### src/rtl/bp_be_late_wb_arbiter.sv
// Late writeback arbiter: merges long-unit and late-load completions onto
// one integer and one fp writeback port per cycle, tracks pending writes.
// Ports: clk_i/reset_i (sync, active-high); score_v_i counts a dispatched
// late-writeback instruction; long_*/mem_* are valid/ready-and completion
// requesters (ird_w/frd_w select file); iwb_*/fwb_* are registered write
// packets; fflags_v_o/fflags_o carry OR of granted flags; busy_o when any
// scored late write has not yet retired.
// Config: define BP_BE_LATE_WB_RR_EN for round-robin conflict resolution,
// otherwise the late-load (mem) requester always wins a conflict.
module bp_be_late_wb_arbiter #(
   parameter int reg_addr_width_p = 5,
   parameter int data_width_p     = 64,
   parameter int pending_els_p    = 8
) (
   input  logic                        clk_i,
   input  logic                        reset_i,
   input  logic                        score_v_i,

   input  logic                        long_v_i,
   output logic                        long_ready_and_o,
   input  logic                        long_ird_w_i,
   input  logic                        long_frd_w_i,
   input  logic [reg_addr_width_p-1:0] long_rd_addr_i,
   input  logic [data_width_p-1:0]     long_data_i,
   input  logic [4:0]                  long_fflags_i,

   input  logic                        mem_v_i,
   output logic                        mem_ready_and_o,
   input  logic                        mem_ird_w_i,
   input  logic                        mem_frd_w_i,
   input  logic [reg_addr_width_p-1:0] mem_rd_addr_i,
   input  logic [data_width_p-1:0]     mem_data_i,
   input  logic [4:0]                  mem_fflags_i,

   output logic                        iwb_v_o,
   output logic [reg_addr_width_p-1:0] iwb_rd_addr_o,
   output logic [data_width_p-1:0]     iwb_data_o,
   output logic                        fwb_v_o,
   output logic [reg_addr_width_p-1:0] fwb_rd_addr_o,
   output logic [data_width_p-1:0]     fwb_data_o,
   output logic                        fflags_v_o,
   output logic [4:0]                  fflags_o,
   output logic                        busy_o
);

   localparam int cnt_w_lp = $clog2(pending_els_p + 1);

   logic long_int, long_fp, mem_int, mem_fp;
   logic conflict, mem_wins;
   logic long_gnt, mem_gnt;

   logic                        iwb_v_q, iwb_v_d;
   logic [reg_addr_width_p-1:0] iwb_addr_q, iwb_addr_d;
   logic [data_width_p-1:0]     iwb_data_q, iwb_data_d;
   logic                        fwb_v_q, fwb_v_d;
   logic [reg_addr_width_p-1:0] fwb_addr_q, fwb_addr_d;
   logic [data_width_p-1:0]     fwb_data_q, fwb_data_d;
   logic                        fflags_v_q, fflags_v_d;
   logic [4:0]                  fflags_q, fflags_d;
   logic [cnt_w_lp-1:0]         pending_q, pending_d;
   logic                        busy_q, busy_d;

   assign long_int = long_v_i & long_ird_w_i;
   assign long_fp  = long_v_i & long_frd_w_i;
   assign mem_int  = mem_v_i & mem_ird_w_i;
   assign mem_fp   = mem_v_i & mem_frd_w_i;

   // Only a shared destination file causes contention.
   assign conflict = (long_int & mem_int) | (long_fp & mem_fp);

`ifdef BP_BE_LATE_WB_RR_EN
   // last_q: 0 = long won the last conflict, 1 = mem did.
   logic last_q, last_d;

   assign mem_wins = ~last_q;

   always_comb begin
      last_d = last_q;
      if (conflict) last_d = mem_wins;
   end

   always_ff @(posedge clk_i) begin
      if (reset_i) last_q <= 1'b0;
      else         last_q <= last_d;
   end
`else
   assign mem_wins = 1'b1;
`endif

   // Grants depend only on the two valids, never on a requester's ready.
   assign long_gnt = long_v_i & ~reset_i & ~(conflict & mem_wins);
   assign mem_gnt  = mem_v_i & ~reset_i & ~(conflict & ~mem_wins);

   assign long_ready_and_o = long_gnt;
   assign mem_ready_and_o  = mem_gnt;

   always_comb begin
      iwb_v_d    = 1'b0;
      iwb_addr_d = iwb_addr_q;
      iwb_data_d = iwb_data_q;
      if (long_gnt & long_ird_w_i) begin
         iwb_v_d    = 1'b1;
         iwb_addr_d = long_rd_addr_i;
         iwb_data_d = long_data_i;
      end else if (mem_gnt & mem_ird_w_i) begin
         iwb_v_d    = 1'b1;
         iwb_addr_d = mem_rd_addr_i;
         iwb_data_d = mem_data_i;
      end

      fwb_v_d    = 1'b0;
      fwb_addr_d = fwb_addr_q;
      fwb_data_d = fwb_data_q;
      if (long_gnt & long_frd_w_i) begin
         fwb_v_d    = 1'b1;
         fwb_addr_d = long_rd_addr_i;
         fwb_data_d = long_data_i;
      end else if (mem_gnt & mem_frd_w_i) begin
         fwb_v_d    = 1'b1;
         fwb_addr_d = mem_rd_addr_i;
         fwb_data_d = mem_data_i;
      end

      fflags_v_d = long_gnt | mem_gnt;
      fflags_d   = fflags_q;
      if (fflags_v_d)
         fflags_d = (long_gnt ? long_fflags_i : 5'b0)
                  | (mem_gnt ? mem_fflags_i : 5'b0);

      // Retire exactly when the write packet is visible on the outputs.
      pending_d = pending_q + cnt_w_lp'(score_v_i)
                - cnt_w_lp'(iwb_v_q) - cnt_w_lp'(fwb_v_q);
      busy_d    = (pending_d != '0);
   end

   always_ff @(posedge clk_i) begin
      if (reset_i) begin
         iwb_v_q    <= 1'b0;
         fwb_v_q    <= 1'b0;
         fflags_v_q <= 1'b0;
         fflags_q   <= 5'b0;
         pending_q  <= '0;
         busy_q     <= 1'b0;
      end else begin
         iwb_v_q    <= iwb_v_d;
         fwb_v_q    <= fwb_v_d;
         fflags_v_q <= fflags_v_d;
         fflags_q   <= fflags_d;
         pending_q  <= pending_d;
         busy_q     <= busy_d;
      end
   end

   always_ff @(posedge clk_i) begin
      iwb_addr_q <= iwb_addr_d;
      iwb_data_q <= iwb_data_d;
      fwb_addr_q <= fwb_addr_d;
      fwb_data_q <= fwb_data_d;
   end

   assign iwb_v_o       = iwb_v_q;
   assign iwb_rd_addr_o = iwb_addr_q;
   assign iwb_data_o    = iwb_data_q;
   assign fwb_v_o       = fwb_v_q;
   assign fwb_rd_addr_o = fwb_addr_q;
   assign fwb_data_o    = fwb_data_q;
   assign fflags_v_o    = fflags_v_q;
   assign fflags_o      = fflags_q;
   assign busy_o        = busy_q;

`ifndef SYNTHESIS
   a_no_overflow: assert property (@(posedge clk_i) disable iff (reset_i)
      !(score_v_i && pending_q == cnt_w_lp'(pending_els_p)));
   a_no_underflow: assert property (@(posedge clk_i) disable iff (reset_i)
      (32'(pending_q) + 32'(score_v_i)) >= (32'(iwb_v_q) + 32'(fwb_v_q)));
   a_long_onehot: assert property (@(posedge clk_i) disable iff (reset_i)
      long_v_i |-> (long_ird_w_i ^ long_frd_w_i));
   a_mem_onehot: assert property (@(posedge clk_i) disable iff (reset_i)
      mem_v_i |-> (mem_ird_w_i ^ mem_frd_w_i));
`endif

endmodule

### config.mk
export PLATFORM = sky130hd
export DESIGN_NAME = bp_be_late_wb_arbiter
export DESIGN_NICKNAME = d
export VERILOG_FILES = /design/src/rtl/bp_be_late_wb_arbiter.sv
export SDC_FILE = /design/constraint.sdc
export NUM_CORES = 1
export LEC_CHECK = 0
export ABC_AREA = 0
export CAP_MARGIN = 5
export CORE_UTILIZATION = 45
export CTS_CLUSTER_DIAMETER = 200
export CTS_CLUSTER_SIZE = 20
export DETAILED_ROUTE_END_ITERATION = 7
export PLACE_DENSITY = 0.86
export SLEW_MARGIN = 10
export SYNTH_ARGS = -nofsm -noshare
export SYNTH_HDL_FRONTEND = slang
export SYNTH_SLANG_ARGS = --single-unit
### constraint.sdc
create_clock -name clk_i -period 8 [get_ports clk_i]
set_input_delay 1.6 -clock clk_i [delete_from_list [all_inputs] [get_ports clk_i]]
set_output_delay 1.6 -clock clk_i [all_outputs]
set_load 0.05 [all_outputs]
==> run metrics, run 1 <==
die area=15200 sq um; min cycle time layout=5.17 ns; Worst Hold Endpoint=fflags_o[0]$_SDFFE_PP0P_; Starting Density=47.0%; Multi-input gate area=just over 2000 sq um; DRC=0; Synth Area in Simple Gates=1.27%; Final Cycle Share=64.6%; unrepaired setup endpoints after global routing=no; Overflow after GRT=0; total routed wirelength=17200 um; Final Wtd Congestion=0.845; Final Skew=0.00214 ns; hold-fix buffer count after cts=0; LEAKAGE=approximately 3.8 nW; outcome=finished clean; Die H=123 um; vias in the first global route=4630; Synth Warn #=0; hold depth=2; commonest non-fill, non-tap cell in the layout=clkdlybuf4s50_1; antenna violations before repair=0; worst r2r path cells=8; DP HPWL=between 10000 and 15000 um; CTS resizes=0; syn_area_per_cell=around 18 sq um; Seq/Total Area, Yosys=between 60% and 70%; Adder-Cell Fraction of Synth Area=1.17%; Max-Slew Margin vs Limit=30.7%; CP endpoint kind=output port; fraction of layout instances using a drive strength above 1=26.0%; Final Setup Violations=0; Crit Path Max Fanout=14; clock sinks=between 150 and 200; endpoints failing hold=0; post-synthesis xor/xnor area fraction=0.265%; design area=10400 sq um; largest family of logic cells by synthesized area=multiplexers; Longest Clk Path Bufs=2; dpl ws=2.85 ns; Required @ worst endpoint=6.40 ns; unique cell type count in the Yosys netlist=28; Die W=123 um; Register Area=4400 sq um; FF-to-FF Start=iwb_v_o$_SDFF_PP0_; ant diodes=0; CTS Buf Count=17; Mapped Cells=359; Seq cells post-synth=151; Placed Cells=roughly 830; CP startpoint=reset_i; CORE AREA=14100 sq um; fillers=897; Least-Margin Pin Slew=1.04 ns; CP Launch Type=input pin; Area Growth Syn to Fin=57.5%; GRT Total Usage=about 23%; most frequent cells in the layout=305 x clkdlybuf4s50_1, 138 x edfxtp_1, 113 x mux2_2; final number of max-transition violations=0; first-pass GRT wire length=24700 um; DP Area=9780 sq um; Clock transition at path regs=around 0.06 ns; port bufs=between 300 and 400; PwrDens=231 nW/um^2; via count=4410; multiplexer share of the synthesized area=roughly 25%; R2R setup slack=5.75 ns; Setup Buffers After CTS=0; Hold Crit Class=flip-flop to flip-flop; post-route insts no fill=between 800 and 900; 1st-iter DRT viols=263; WL/cell=20.0 um; fmax=a little under 0.2 GHz; hold_sp=fflags_o[0]$_SDFFE_PP0P_; Max IR drop VDD=0.000150 V; Setup WS post-layout=roughly 2.8 ns; row count=43; post-DR vias/cell=5.10; I/O Pins=between 300 and 400; worst reg2reg path endpoint=busy_o$_SDFF_PP0_; critical path class=input pin to output port; Antenna Nets Post-Route=0; Post-Synthesis Cell Area=6620 sq um; compound-gate portion of the synthesized area=2.78%; Arr. time, crit path=about 3.6 ns; CTS tree=yes; H-tree depth=4; Mapped Nets=about 520; root buffer cell=clkbuf_16; MaxCap Viol Count=0; largest net degree at the start of global routing=70; Pre-antenna DRT Iters=5; Clock Latency Late Sink=0.42 ns; Nets=833; Setup TNS=0 ns
-- metal layers --
metal  vias to the layer above  routed length [um]  global-route usage (%)
li1                       2029                   -                       -
met1                      2119                6210                    23.8
met2                       220                9100                    40.1
met3                        42                1350                    6.92
met4                         0                 585                    12.4
met5                         -                   0                       0
-- stage by stage --
stage                     power (mW)  hold WS [ns]  utilization, %
final                           2.41         0.572            74.0
after global routing            2.49         0.618            74.0
after CTS                       2.43         0.566            74.0
after detailed placement        1.58         0.547            69.4
after global placement          1.56         0.538            69.4
after floorplan                 1.34         0.503               -
-- state kept, by name, summed over array words and instances (netlist names) --
register       count
fwb_data_o        64
iwb_data_o        64
fflags_o           5
fwb_rd_addr_o      5
iwb_rd_addr_o      5
pending_q          4
busy_o             1
fflags_v_o         1
fwb_v_o            1
iwb_v_o            1
-- where the power goes --
| group | internal [mW] | switching (mW) |
|---|---|---|
| combinational | 0.239 | 0.349 |
| clock | 0.548 | 0.301 |
| sequential | 0.949 | 0.0231 |
| total | 1.74 | 0.673 |
-- critical path, stage by stage --
cell and delay (ns):
clkdlybuf4s50_1 0.62, and2b_2 0.39, o21a_1 0.15, clkdlybuf4s50_1 0.80
-- area by class of cell --
type / count / area share (%)
Multi-Input combinational cell: 182 / 19.4
Timing Repair Buffer: 309 / 29.6
Tap cell: 180 / 2.16
Sequential cell: 151 / 42.2
Clock buffer: 28 / 5.80
Clock inverter: 4 / 0.432
Inverter: 10 / 0.360
-- synthesized netlist by cell type --
library cell / n / area (sq um)
a22oi_4: 1 / 21.3
edfxtp_1: 138 / 4140
or3b_2: 1 / 8.76
a21oi_1: 4 / 20.0
ha_1: 3 / 37.5
nand2b_1: 1 / 6.26
a22oi_1: 3 / 22.5
nor3_1: 3 / 15.0
buf_2: 1 / 5.00
o21bai_1: 1 / 7.51
buf_1: 1 / 3.75
a211oi_1: 2 / 15.0
inv_2: 1 / 3.75
fa_1: 2 / 40.0
o21ai_0: 2 / 10.0
nor2b_1: 3 / 18.8
nand2_1: 6 / 22.5
nor2_1: 1 / 3.75
and2b_2: 1 / 8.76
xnor2_1: 2 / 17.5
o211ai_1: 5 / 37.5
buf_6: 14 / 158
o21a_1: 1 / 7.51
mux2_4: 25 / 375
dfxtp_1: 13 / 260
o211ai_4: 2 / 42.5
inv_1: 9 / 33.8
mux2_2: 113 / 1270
-- worst max path at each step --
stage	end	depth (start not counted)
final	long_ready_and_o	4
after global placement	long_ready_and_o	4
after CTS	long_ready_and_o	4
after floorplan	iwb_data_o[0]$_DFFE_PP_	5
after detailed placement	long_ready_and_o	4
after global routing	long_ready_and_o	4
-- kinds of logic (layout without fill, tap and decap cells) --
family | Yosys count | in the layout
adders and majority gates | 5 | 5
AOI/OAI and AO/OA | 21 | 21
and+or+nand+nor | 16 | 16
xor gates and xnor gates | 2 | 2
DFF | 151 | 151
muxes | 138 | 138
buffers and inverters | 26 | 351
Power figures use the tool's default switching activity.
==> run 2, diff against run 1 <==
--- a/config.mk
+++ b/config.mk
@@ -7,11 +7,11 @@
 export LEC_CHECK = 0
 export ABC_AREA = 0
 export CAP_MARGIN = 5
-export CORE_UTILIZATION = 45
+export CORE_UTILIZATION = 38
 export CTS_CLUSTER_DIAMETER = 200
 export CTS_CLUSTER_SIZE = 20
 export DETAILED_ROUTE_END_ITERATION = 7
-export PLACE_DENSITY = 0.86
+export PLACE_DENSITY = 0.78
 export SLEW_MARGIN = 10
 export SYNTH_ARGS = -nofsm -noshare
 export SYNTH_HDL_FRONTEND = slang
==> constraint.sdc (replaced) <==
create_clock -name clk_i -period 4.3 [get_ports clk_i]
set_input_delay 0.86 -clock clk_i [delete_from_list [all_inputs] [get_ports clk_i]]
set_output_delay 0.86 -clock clk_i [all_outputs]
set_load 0.05 [all_outputs]
==> run metrics, run 2 (synthesized netlist as in run 1, its figures left out) <==
endpoints failing hold=0; die area=~18000 sq um; antenna violations before repair=0; Pre-antenna DRT Iters=6; root buffer cell=clkbuf_16; vias in the first global route=between 4000 and 5000; Final Skew=0.00313 ns; Die W=~130 um; Overflow after GRT=0; CORE AREA=16800 sq um; min cycle time layout=3.70 ns; Setup WS post-layout=0.600 ns; total routed wirelength=17500 um; Starting Density=about two fifths; Hold Worst Slack=0.574 ns; ant diodes=0; largest net degree at the start of global routing=71; Max-Slew Margin vs Limit=60.2%; first-pass GRT wire length=26500 um; Nets=about 830; Clock Latency Late Sink=0.42 ns; Clock transition at path regs=0.06 ns; Arr. time, crit path=about 2.8 ns; CTS Buf Count=17; via count=4376; row count=47; Clock power frac=32.1%; Final Setup Violations=0; Crit Path Max Fanout=14; Comb pwr share=25.7%; 1st-iter DRT viols=156; Switching Fraction=29.8%; critical path class=input pin to output port; port bufs=305; outcome=finished clean; final number of max-transition violations=0; CP Launch Type=input pin; Max IR drop VDD=0.000254 V; CP endpoint kind=output port; Antenna Nets Post-Route=0; Psw=about 1.3 mW; fraction of layout instances using a drive strength above 1=26.2%; DP Area=roughly 9900 sq um; Die H=approximately 130 um; Setup Buffers After CTS=0; H-tree depth=4; fmax=0.270 GHz; GRT Total Usage=roughly a fifth; Final Cycle Share=86.0%; sequential power share=42.2%; DRC=0; Least-Margin Pin Slew=0.597 ns; LEAKAGE=3.78 nW; Setup TNS=0 ns; WL/cell=19.4 um; post-DR vias/cell=4.84; Area Growth Syn to Fin=57.3%; design area=10400 sq um; Hold Crit Class=flip-flop to flip-flop; CTS tree=yes; unrepaired setup endpoints after global routing=no; clock sinks=between 150 and 200; fin util=between 60% and 70%; dpl ws=between 0.6 and 0.7 ns; MaxCap Viol Count=0; CTS resizes=0; commonest non-fill, non-tap cell in the layout=clkdlybuf4s50_1; Final Wtd Congestion=~0.84; PwrDens=between 400 and 500 nW/um^2; Longest Clk Path Bufs=2; DP HPWL=12600 um; hold-fix buffer count after cts=0; most frequent cells in the layout=305 x clkdlybuf4s50_1, 138 x edfxtp_1, 113 x mux2_2; Required @ worst endpoint=3.44 ns; I/O Pins=~310; Internal=3.00 mW
-- run 2: cell types whose count changed in the layout (fill, tap and decap cells not counted), moves of 2 or more --
cell / delta
clkbuf_16: -6
buf_4: -2
inv_6: +2
buf_12: +3
clkbuf_1: -2
clkinvlp_4: +4
-- run 2: path summary, 6_finish.rpt --
path / slack (ns) / endpoint / cells past startpoint / start
min reg2reg: 0.57 / fflags_o[2]$_SDFFE_PP0P_ / 2 / fflags_o[2]$_SDFFE_PP0P_
max reg2reg: 2.09 / busy_o$_SDFF_PP0_ / 8 / iwb_v_o$_SDFF_PP0_
max: 0.60 / long_ready_and_o / 4 / reset_i
min: 0.57 / fflags_o[2]$_SDFFE_PP0P_ / 2 / fflags_o[2]$_SDFFE_PP0P_
-- run 2: stage by stage --
| stage | std cells | power [mW] |
|---|---|---|
| finish | 904 | 4.28 |
| global route | 904 | 4.43 |
| CTS | 904 | 4.31 |
| detailed placement | 873 | 2.94 |
| global placement | 873 | 2.92 |
| floorplan | 359 | 2.49 |
-- run 2: worst max-delay path, cell delays in order --
cell             delay, ns
clkdlybuf4s50_1       0.63
and2b_2               0.39
o21a_1                0.14
clkdlybuf4s50_1       0.81
-- run 2: layout make-up --
| type | count | area, sq um |
|---|---|---|
| Tap cell | 220 | 275 |
| Inverter | 10 | 37.5 |
| Fill cell | 1295 | 6410 |
| Sequential cell | 151 | 4400 |
| Clock buffer | 19 | 433 |
| Multi-Input combinational cell | 182 | 2030 |
| Clock inverter | 12 | 105 |
| Timing Repair Buffer | 310 | 3130 |
-- run 2: per-layer routing --
layer  GRT usage (%)  vias to the layer above  part of all wire, %
li1                -                     2030                    -
met1            20.2                     2112                   35
met2            36.7                      191                   53
met3            6.92                       43                  7.9
met4            9.34                        0                  3.3
met5               0                        -                    0
-- run 2: power by group through the flow --
| stage | registers, mW | clock network (mW) | logic [mW] |
|---|---|---|---|
| finish | 1.80 | 1.37 | 1.10 |
| CTS | 1.81 | 1.40 | 1.11 |
| floorplan | 2.27 | 0 | 0.224 |
| global route | 1.82 | 1.46 | 1.15 |
| detailed placement | 1.84 | 0 | 1.10 |
| global placement | 1.83 | 0 | 1.09 |
